[src/rtl/twid_addr_gen.sv]
// Twiddle-ROM address generator for one SDF FFT stage with a runtime FFT length.
// Define TWID_QUARTER_ROM_EN to fold addresses into a quarter-size ROM with a -j rotate flag.
module twid_addr_gen #(
    parameter int MAX_FFT_SIZE = 1024,
    parameter int NUM_STAGE    = 1,
    parameter int LATENCY      = 2,
    localparam int W  = $clog2(MAX_FFT_SIZE),
    localparam int CW = $clog2(W + 1),
`ifdef TWID_QUARTER_ROM_EN
    localparam int AW = W - 2
`else
    localparam int AW = W - 1
`endif
) (
    input  logic          clk,
    input  logic          rst_n,
    input  logic          s_valid,
    input  logic          s_sof,
    input  logic [CW-1:0] cfg_log2n,
    input  logic          cfg_inverse,
    output logic          m_valid,
    output logic [AW-1:0] m_addr,
    output logic          m_rot,
    output logic          m_conj,
    output logic          cfg_err
);
    localparam int PW = AW + 2;

    logic [W-2:0]  cnt_q, cnt_d, cnt_b, mask, rot_cnt, idx, fa;
    logic [CW-1:0] lr_q, lr_d, lr_b, m_len;
    logic          inv_q, inv_d, inv_b, err_q, err_d;
    logic          sof, legal;
    logic [AW-1:0] addr;
    logic          rot;
    logic [PW-1:0] beat_pay;

    // A sof beat uses its own configuration and cnt = 0 in the same cycle.
    always_comb begin
        sof   = s_valid && s_sof;
        legal = (cfg_log2n >= CW'(3)) && (cfg_log2n <= CW'(W));
        lr_b  = lr_q;
        inv_b = inv_q;
        cnt_b = cnt_q;
        if (sof) begin
            lr_b  = legal ? cfg_log2n : CW'(W);
            inv_b = cfg_inverse;
            cnt_b = '0;
        end
        m_len   = lr_b - CW'(1);
        mask    = ~({(W-1){1'b1}} << m_len);
        rot_cnt = ((cnt_b << 1) | (cnt_b >> (m_len - CW'(1)))) & mask;
        idx     = (NUM_STAGE > int'(m_len)) ? '0 : ((rot_cnt << (NUM_STAGE - 1)) & mask);
        fa      = idx << (CW'(W) - lr_b);

        cnt_d = cnt_q;
        lr_d  = lr_q;
        inv_d = inv_q;
        err_d = err_q;
        if (s_valid) begin
            cnt_d = (cnt_b == mask) ? '0 : cnt_b + (W-1)'(1);
            lr_d  = lr_b;
            inv_d = inv_b;
        end
        if (sof) err_d = !legal;
    end

`ifdef TWID_QUARTER_ROM_EN
    // Upper half of the half-table maps onto the quarter table times -j.
    assign rot  = fa[W-2];
    assign addr = fa[W-3:0];
`else
    assign rot  = 1'b0;
    assign addr = fa;
`endif
    assign beat_pay = {rot, inv_b, addr};

    always_ff @(posedge clk or negedge rst_n) begin
        if (!rst_n) begin
            cnt_q <= '0;
            lr_q  <= CW'(W);
            inv_q <= 1'b0;
            err_q <= 1'b0;
        end else begin
            cnt_q <= cnt_d;
            lr_q  <= lr_d;
            inv_q <= inv_d;
            err_q <= err_d;
        end
    end

    assign cfg_err = err_q;

    generate
        if (LATENCY == 0) begin : g_comb
            assign m_valid               = s_valid;
            assign {m_rot, m_conj, m_addr} = beat_pay;
        end else begin : g_pipe
            logic [LATENCY-1:0]         vld_pipe_q;
            logic [LATENCY-1:0][PW-1:0] pay_pipe_q;

            always_ff @(posedge clk or negedge rst_n) begin
                if (!rst_n) begin
                    vld_pipe_q <= '0;
                    pay_pipe_q <= '0;
                end else begin
                    vld_pipe_q[0] <= s_valid;
                    pay_pipe_q[0] <= beat_pay;
                    for (int i = 1; i < LATENCY; i++) begin
                        vld_pipe_q[i] <= vld_pipe_q[i-1];
                        pay_pipe_q[i] <= pay_pipe_q[i-1];
                    end
                end
            end

            assign m_valid               = vld_pipe_q[LATENCY-1];
            assign {m_rot, m_conj, m_addr} = pay_pipe_q[LATENCY-1];
        end
    endgenerate
endmodule

[config.mk]
export PLATFORM = sky130hd
export DESIGN_NAME = twid_addr_gen
export DESIGN_NICKNAME = d
export VERILOG_FILES = /design/src/rtl/twid_addr_gen.sv
export SDC_FILE = /design/constraint.sdc
export NUM_CORES = 1
export LEC_CHECK = 0
export ABC_AREA = 1
export BUFFER_PORTS_ARGS = -buffer_cell sky130_fd_sc_hd__buf_4
export CORE_MARGIN = 2
export CORE_UTILIZATION = 48
export DETAILED_ROUTE_END_ITERATION = 10
export GPL_TIMING_DRIVEN = 0
export PLACE_DENSITY = 0.69
export SYNTH_ARGS = -nofsm -noshare
export SYNTH_HDL_FRONTEND = slang
export SYNTH_SLANG_ARGS = --single-unit
[constraint.sdc]
create_clock -name clk -period 2.5 [get_ports clk]
set_input_delay 0.25 -clock clk [delete_from_list [all_inputs] [get_ports clk]]
set_output_delay 0.25 -clock clk [all_outputs]
set_load 0.05 [all_outputs]
# Yosys cells after proc, flatten, opt, wreduce, memory -nomap -nowiden
# Index checks and enable logic that the tools add are counted.
# op_classes
eq_ne	1
n_bitwise	4
n_addsub	4
n_shift	3
n_mux	6
n_reduce_logical	3
order_cmp	3
# ops
cell	n
2-to-1 mux 9 bit	3
AND 9 bit	2
adder 9 x 1 -> 9 bit, second input constant	1
equality test 9 bit	1
inverter 9 bit	1
OR 9 bit	1
left shift 9 x 4 -> 9 bit	1
left shift 9 x 4 -> 9 bit, first input constant	1
>> shifter 9 x 4 -> 9 bit	1
2-to-1 mux 4 bit	2
subtractor 4 x 1 -> 4 bit, second input constant	2
greater-or-equal comparator 4 x 2 -> 1 bit, second input constant	1
> comparator 1 x 4 -> 1 bit, first input constant	1
less-or-equal comparator 4 bit, second input constant	1
subtractor 4 bit, first input constant	1
logical AND 1 bit	2
zero test 1 bit	1
2-to-1 mux 1 bit	1
# totals
in_bits	9
output_inout_bits	13
elab_cells	31
regBits	37

# Longest topological paths before layout
# logic_depth
word_depth	12
ltp_mapped	23
depth_no_buf	22

# Least setup slack after synthesis
# OpenSTA, ideal clock, no wires.
# synth_path
path_kind	input-to-reg
start	input port cfg_log2n[2]
end	register g_pipe.pay_pipe_q[5] (netlist name)
setup_time_ps	76
t_arrival_ps	2589
path_stages	22
n_path_buf	1
setup_slack_ps	-165
required_ps	2424
path_cell_list	inv_1 > nand2_1 > nand2_2 > nand2_2 > nand2_2 > nand2_4 > inv_1 > clkbuf_1 > ha_1 > inv_1 > ha_1 > nor2_1 > nand2_1 > inv_1 > nand3_2 > nand2_2 > a21oi_1 > nor2_2 > nand2_1 > nand2_1 > nand2_1 > o21ai_1
# synth_between
elab_chain_cells	12
elab_cells_between_ends	17
# synth_lines
item	line_no	source
start: declaration	19	input logic [CW-1:0] cfg_log2n,
greater-or-equal comparator 4 x 2 -> 1 bit or less-or-equal comparator 4 bit (tied branches)	40	legal = (cfg_log2n >= CW'(3)) && (cfg_log2n <= CW'(W));
logical AND 1 bit	40	
2-to-1 mux 4 bit (*)	45	lr_b = legal ? cfg_log2n : CW'(W);
2-to-1 mux 4 bit (*)	44	if (sof) begin
subtractor 4 x 1 -> 4 bit	49	m_len = lr_b - CW'(1);
subtractor 4 x 1 -> 4 bit	51	rot_cnt = ((cnt_b << 1) | (cnt_b >> (m_len - CW'(1)))) & mask;
>> shifter 9 x 4 -> 9 bit	51	
OR 9 bit	51	
AND 9 bit	51	
AND 9 bit	52	idx = (NUM_STAGE > int'(m_len)) ? '0 : ((rot_cnt << (NUM_STAGE - 1)) & mask);
2-to-1 mux 9 bit	52	
left shift 9 x 4 -> 9 bit (*)	53	fa = idx << (CW'(W) - lr_b);
named net addr[5]	33	logic [AW-1:0] addr;
end signal: indexed assignment	110	pay_pipe_q[i] <= pay_pipe_q[i-1];
end: declaration	99	logic [LATENCY-1:0][PW-1:0] pay_pipe_q;
# The timed path passes the listed nets; every way through them passes the cells marked *.
# A chain may end at the register's enable or synchronous reset.

# Worst setup path in the final report
# layout_path
start	register lr_q[1]
end	register g_pipe.pay_pipe_q[5] (netlist name)
# layout_between
elab_chain_cells	9
elab_cells_between_ends	13
# layout_lines
item	line_no	source
start: declaration	30	logic [CW-1:0] lr_q, lr_d, lr_b, m_len;
start signal: assignment	80	lr_q <= CW'(W);
start signal: assignment	85	lr_q <= lr_d;
2-to-1 mux 4 bit (*)	44	
subtractor 4 x 1 -> 4 bit	49	
subtractor 4 x 1 -> 4 bit	51	
>> shifter 9 x 4 -> 9 bit	51	
OR 9 bit	51	
AND 9 bit	51	
AND 9 bit	52	
2-to-1 mux 9 bit	52	
left shift 9 x 4 -> 9 bit (*)	53	
named net addr[5]	33	
# Marked as above.

==> flow_summary.yaml <==
outcome:
  status: "completed"
power:
  leakagePower_nw: 1.77
  p_per_area_mw_per_mm2: 711
  fin_total_pwr_mw: 2.42
  max-vdd-ir-drop_mv: 0.379
placed_design:
  placed_cells: 477
  dp_hpwl_um: 4580
  placed_cell_area_mm2: 0.00292
  globalplace.congestion: 0.905
  io_buffer_count: 20
  place_ws_ps: -601
synthesis:
  synth_area_leaders: "dfrtp_1, nand2_1, nand3_1"
  synth_top_area_share_pct: 32.9
  yosys-top-cells-count: "nand2_1, nand3_1, inv_1, dfrtp_1, nor2_1"
  synth_cell_types: 33
  yosys.area.top_type: "dfrtp_1"
  netlist_area_mm2: 0.00267
  syn_area_per_cell_um2: 6.92
  syn_inst: 385
  ys_seq_area_share_pct: 34.8
  synth-edff-count: 0
  synth_top_flop_cell: "dfrtp_1"
  synth.most_common_cell: "nand2_1"
  async_reset_ff_share_pct: 100
  syn-num-nets: 404
  ys_ff_latch: 37
  ys_warn_count: 0
hold_path:
  hold_depth: 1
  worstHoldPathType: "in2reg"
final_layout:
  fin_area_mm2: 0.00340
  drive_above_1_share_pct: 30.9
  fin_cells: 499
  nNetsFinal: 445
  final_util_pct: 62.6
  fillCellCount: 486
  diodes: 0
  syn_to_final_growth_pct: 27.7
worst_setup_path:
  r2r_start: "lr_q[1]"
  rr_worst_depth: 17
  endpoint: "g_pipe.pay_pipe_q[5]"
  cp_data_required_time_ps: 2720
  critPathKind: "reg2reg"
  reg2reg_to: "g_pipe.pay_pipe_q[5]"
  crit_start: "lr_q[1]"
  worstPathArrival_ps: 2660
  crit_fanout: 8
  crit_path_end_kind: "flip-flop"
  start_kind: "flip-flop"
  rrSetupSlack_ps: 60
drt:
  dr.pass1.iters: 5
  postRouteAntennaNets: 0
  dr.first_iter.drc_count: 194
  wl_um: 6610
  detail_route.wl_per_cell_um: 13.2
  vias: 2610
  routed_via_density: 5.23
  post-route-drc-count: 0
timing:
  finalWorstSetupSlack_ps: 63.8
  period_needed_ps: 2440
  hold_viol: 0
  tns_ps: 0
  fin_hold_ws_ps: 113
  min_period_over_period_pct: 97.4
  finalSetupViolCount: 0
  fmax_mhz: 410
  rsz0062_at_grt: "yes"
  finalClockSkew_ps: 5.57
  maxSlewViolCount: 0
floorplan:
  coreArea_mm2: 0.00544
  die_y_um: 78.5
  dieArea_mm2: 0.00616
  io_pins: 22
  initial_core_util_pct: 49.0
  row_count: 27
  die_w_um: 78.5
clock_network:
  cts.sinks: 37
  cts_tree: "yes"
  clock_latency_ps: 290
  cts_root_buffer: "clkbuf_8"
  cts_buffers: 5
  cts.clk_slew.worst_paths_ps: 70
  htreeDepth: 2
  clock_path_buffers: 2
global_route:
  grt_usage_pct: 21.7
  grt_max_degree: 38
  grt.overflow.total: 0
  grt_pass1_wl_um: 10600
  grt_pass1_vias: 2325
  grt_antenna_before_repair: 0
flow_run:
  drv_cap: 0
==> cell usage in the layout (no fill, tap or decap), drive strengths merged, types with 2 or more instances in the layout <==
cell type / netlist / layout
nand2: 133 / 133
nand3: 77 / 77
buf: 19 / 52
inv: 40 / 39
dfrtp: 35 / 35
nor2: 30 / 30
o21ai: 15 / 15
ha: 10 / 10
clkbuf: 1 / 7
xnor2: 5 / 5
xor2: 4 / 4
nand4: 4 / 4
clkinvlp: 0 / 2
o211ai: 2 / 2
dfstp: 2 / 2
or2: 2 / 2
==> kinds of logic after synthesis <==
group / share of synthesized area [%]
AO/OA/AOI/OAI: 4.46
other: 0.141
XOR/XNOR: 2.96
buffers and inverters: 10.7
AND/OR/NAND/NOR: 42.2
flip-flops: 34.8
adder cells (fa/ha/maj): 4.69
==> layout make-up <==
class	instances	area, um2	share of cell area [%]
Timing Repair Buffer	34	258	7.57
Tap cell	72	90.1	2.65
Clock inverter	2	37.5	1.10
Buffer	20	158	4.63
Multi-Input combinational cell	287	1690	49.7
Inverter	41	160	4.70
Sequential cell	37	928	27.3
Clock buffer	6	82.6	2.43
==> worst max-delay path, cell delays in order (launching register included) <==
cell and delay (ps):
dfstp_2 520, or2_1 130, nand2_2 80, buf_6 140, ha_4 160, inv_2 50
ha_4 210, nor2_4 140, nand2_4 90, inv_4 70, nand3_4 130, nand2_4 120
a21oi_2 50, nor2_4 150, nand2_2 80, nand2_1 80, nand2_1 70, o21ai_1 120
==> sequential cells by signal (all words and copies together), names as in the netlist <==
signal             count
cfg_err                1
m_conj                 1
m_addr                 9
g_pipe.pay_pipe_q     10
g_pipe.vld_pipe_q      2
cnt_q                  9
lr_q                   4
inv_q                  1
==> routing by layer <==
| metal | vias up | global-route usage (%) | part of all wire [%] |
|---|---|---|---|
| li1 | 1295 | - | - |
| met1 | 1228 | 29.3 | 45 |
| met2 | 80 | 36.3 | 48 |
| met3 | 7 | 3.56 | 6.3 |
| met4 | 0 | 5.09 | 0.95 |
| met5 | - | 0 | 0 |
==> worst min path at each step <==
stage	startpoint	end	slack, ps
floorplan	rst_n	cfg_err	-50
finish	s_valid	g_pipe.vld_pipe_q[0]	110
global placement	rst_n	cnt_q[6]	230
global route	s_valid	g_pipe.vld_pipe_q[0]	120
CTS	s_valid	g_pipe.vld_pipe_q[0]	110
detailed placement	rst_n	cnt_q[6]	240
==> where the power goes <==
part / internal [mW] / switching, mW / total, mW
logic: 0.407 / 0.718 / 1.12
clock network: 0.324 / 0.225 / 0.550
registers: 0.703 / 0.0430 / 0.746
==> repair_timing <==
item                                    4_1_cts  5_1_grt
endpoints found under the setup margin       18       18
hold buffers                                  1        0
buffers inserted                              3       10
endpoints found under the hold margin        35        0
resized for setup                            24       39
pin swaps                                     5       26
Power figures use the tool's default switching activity.
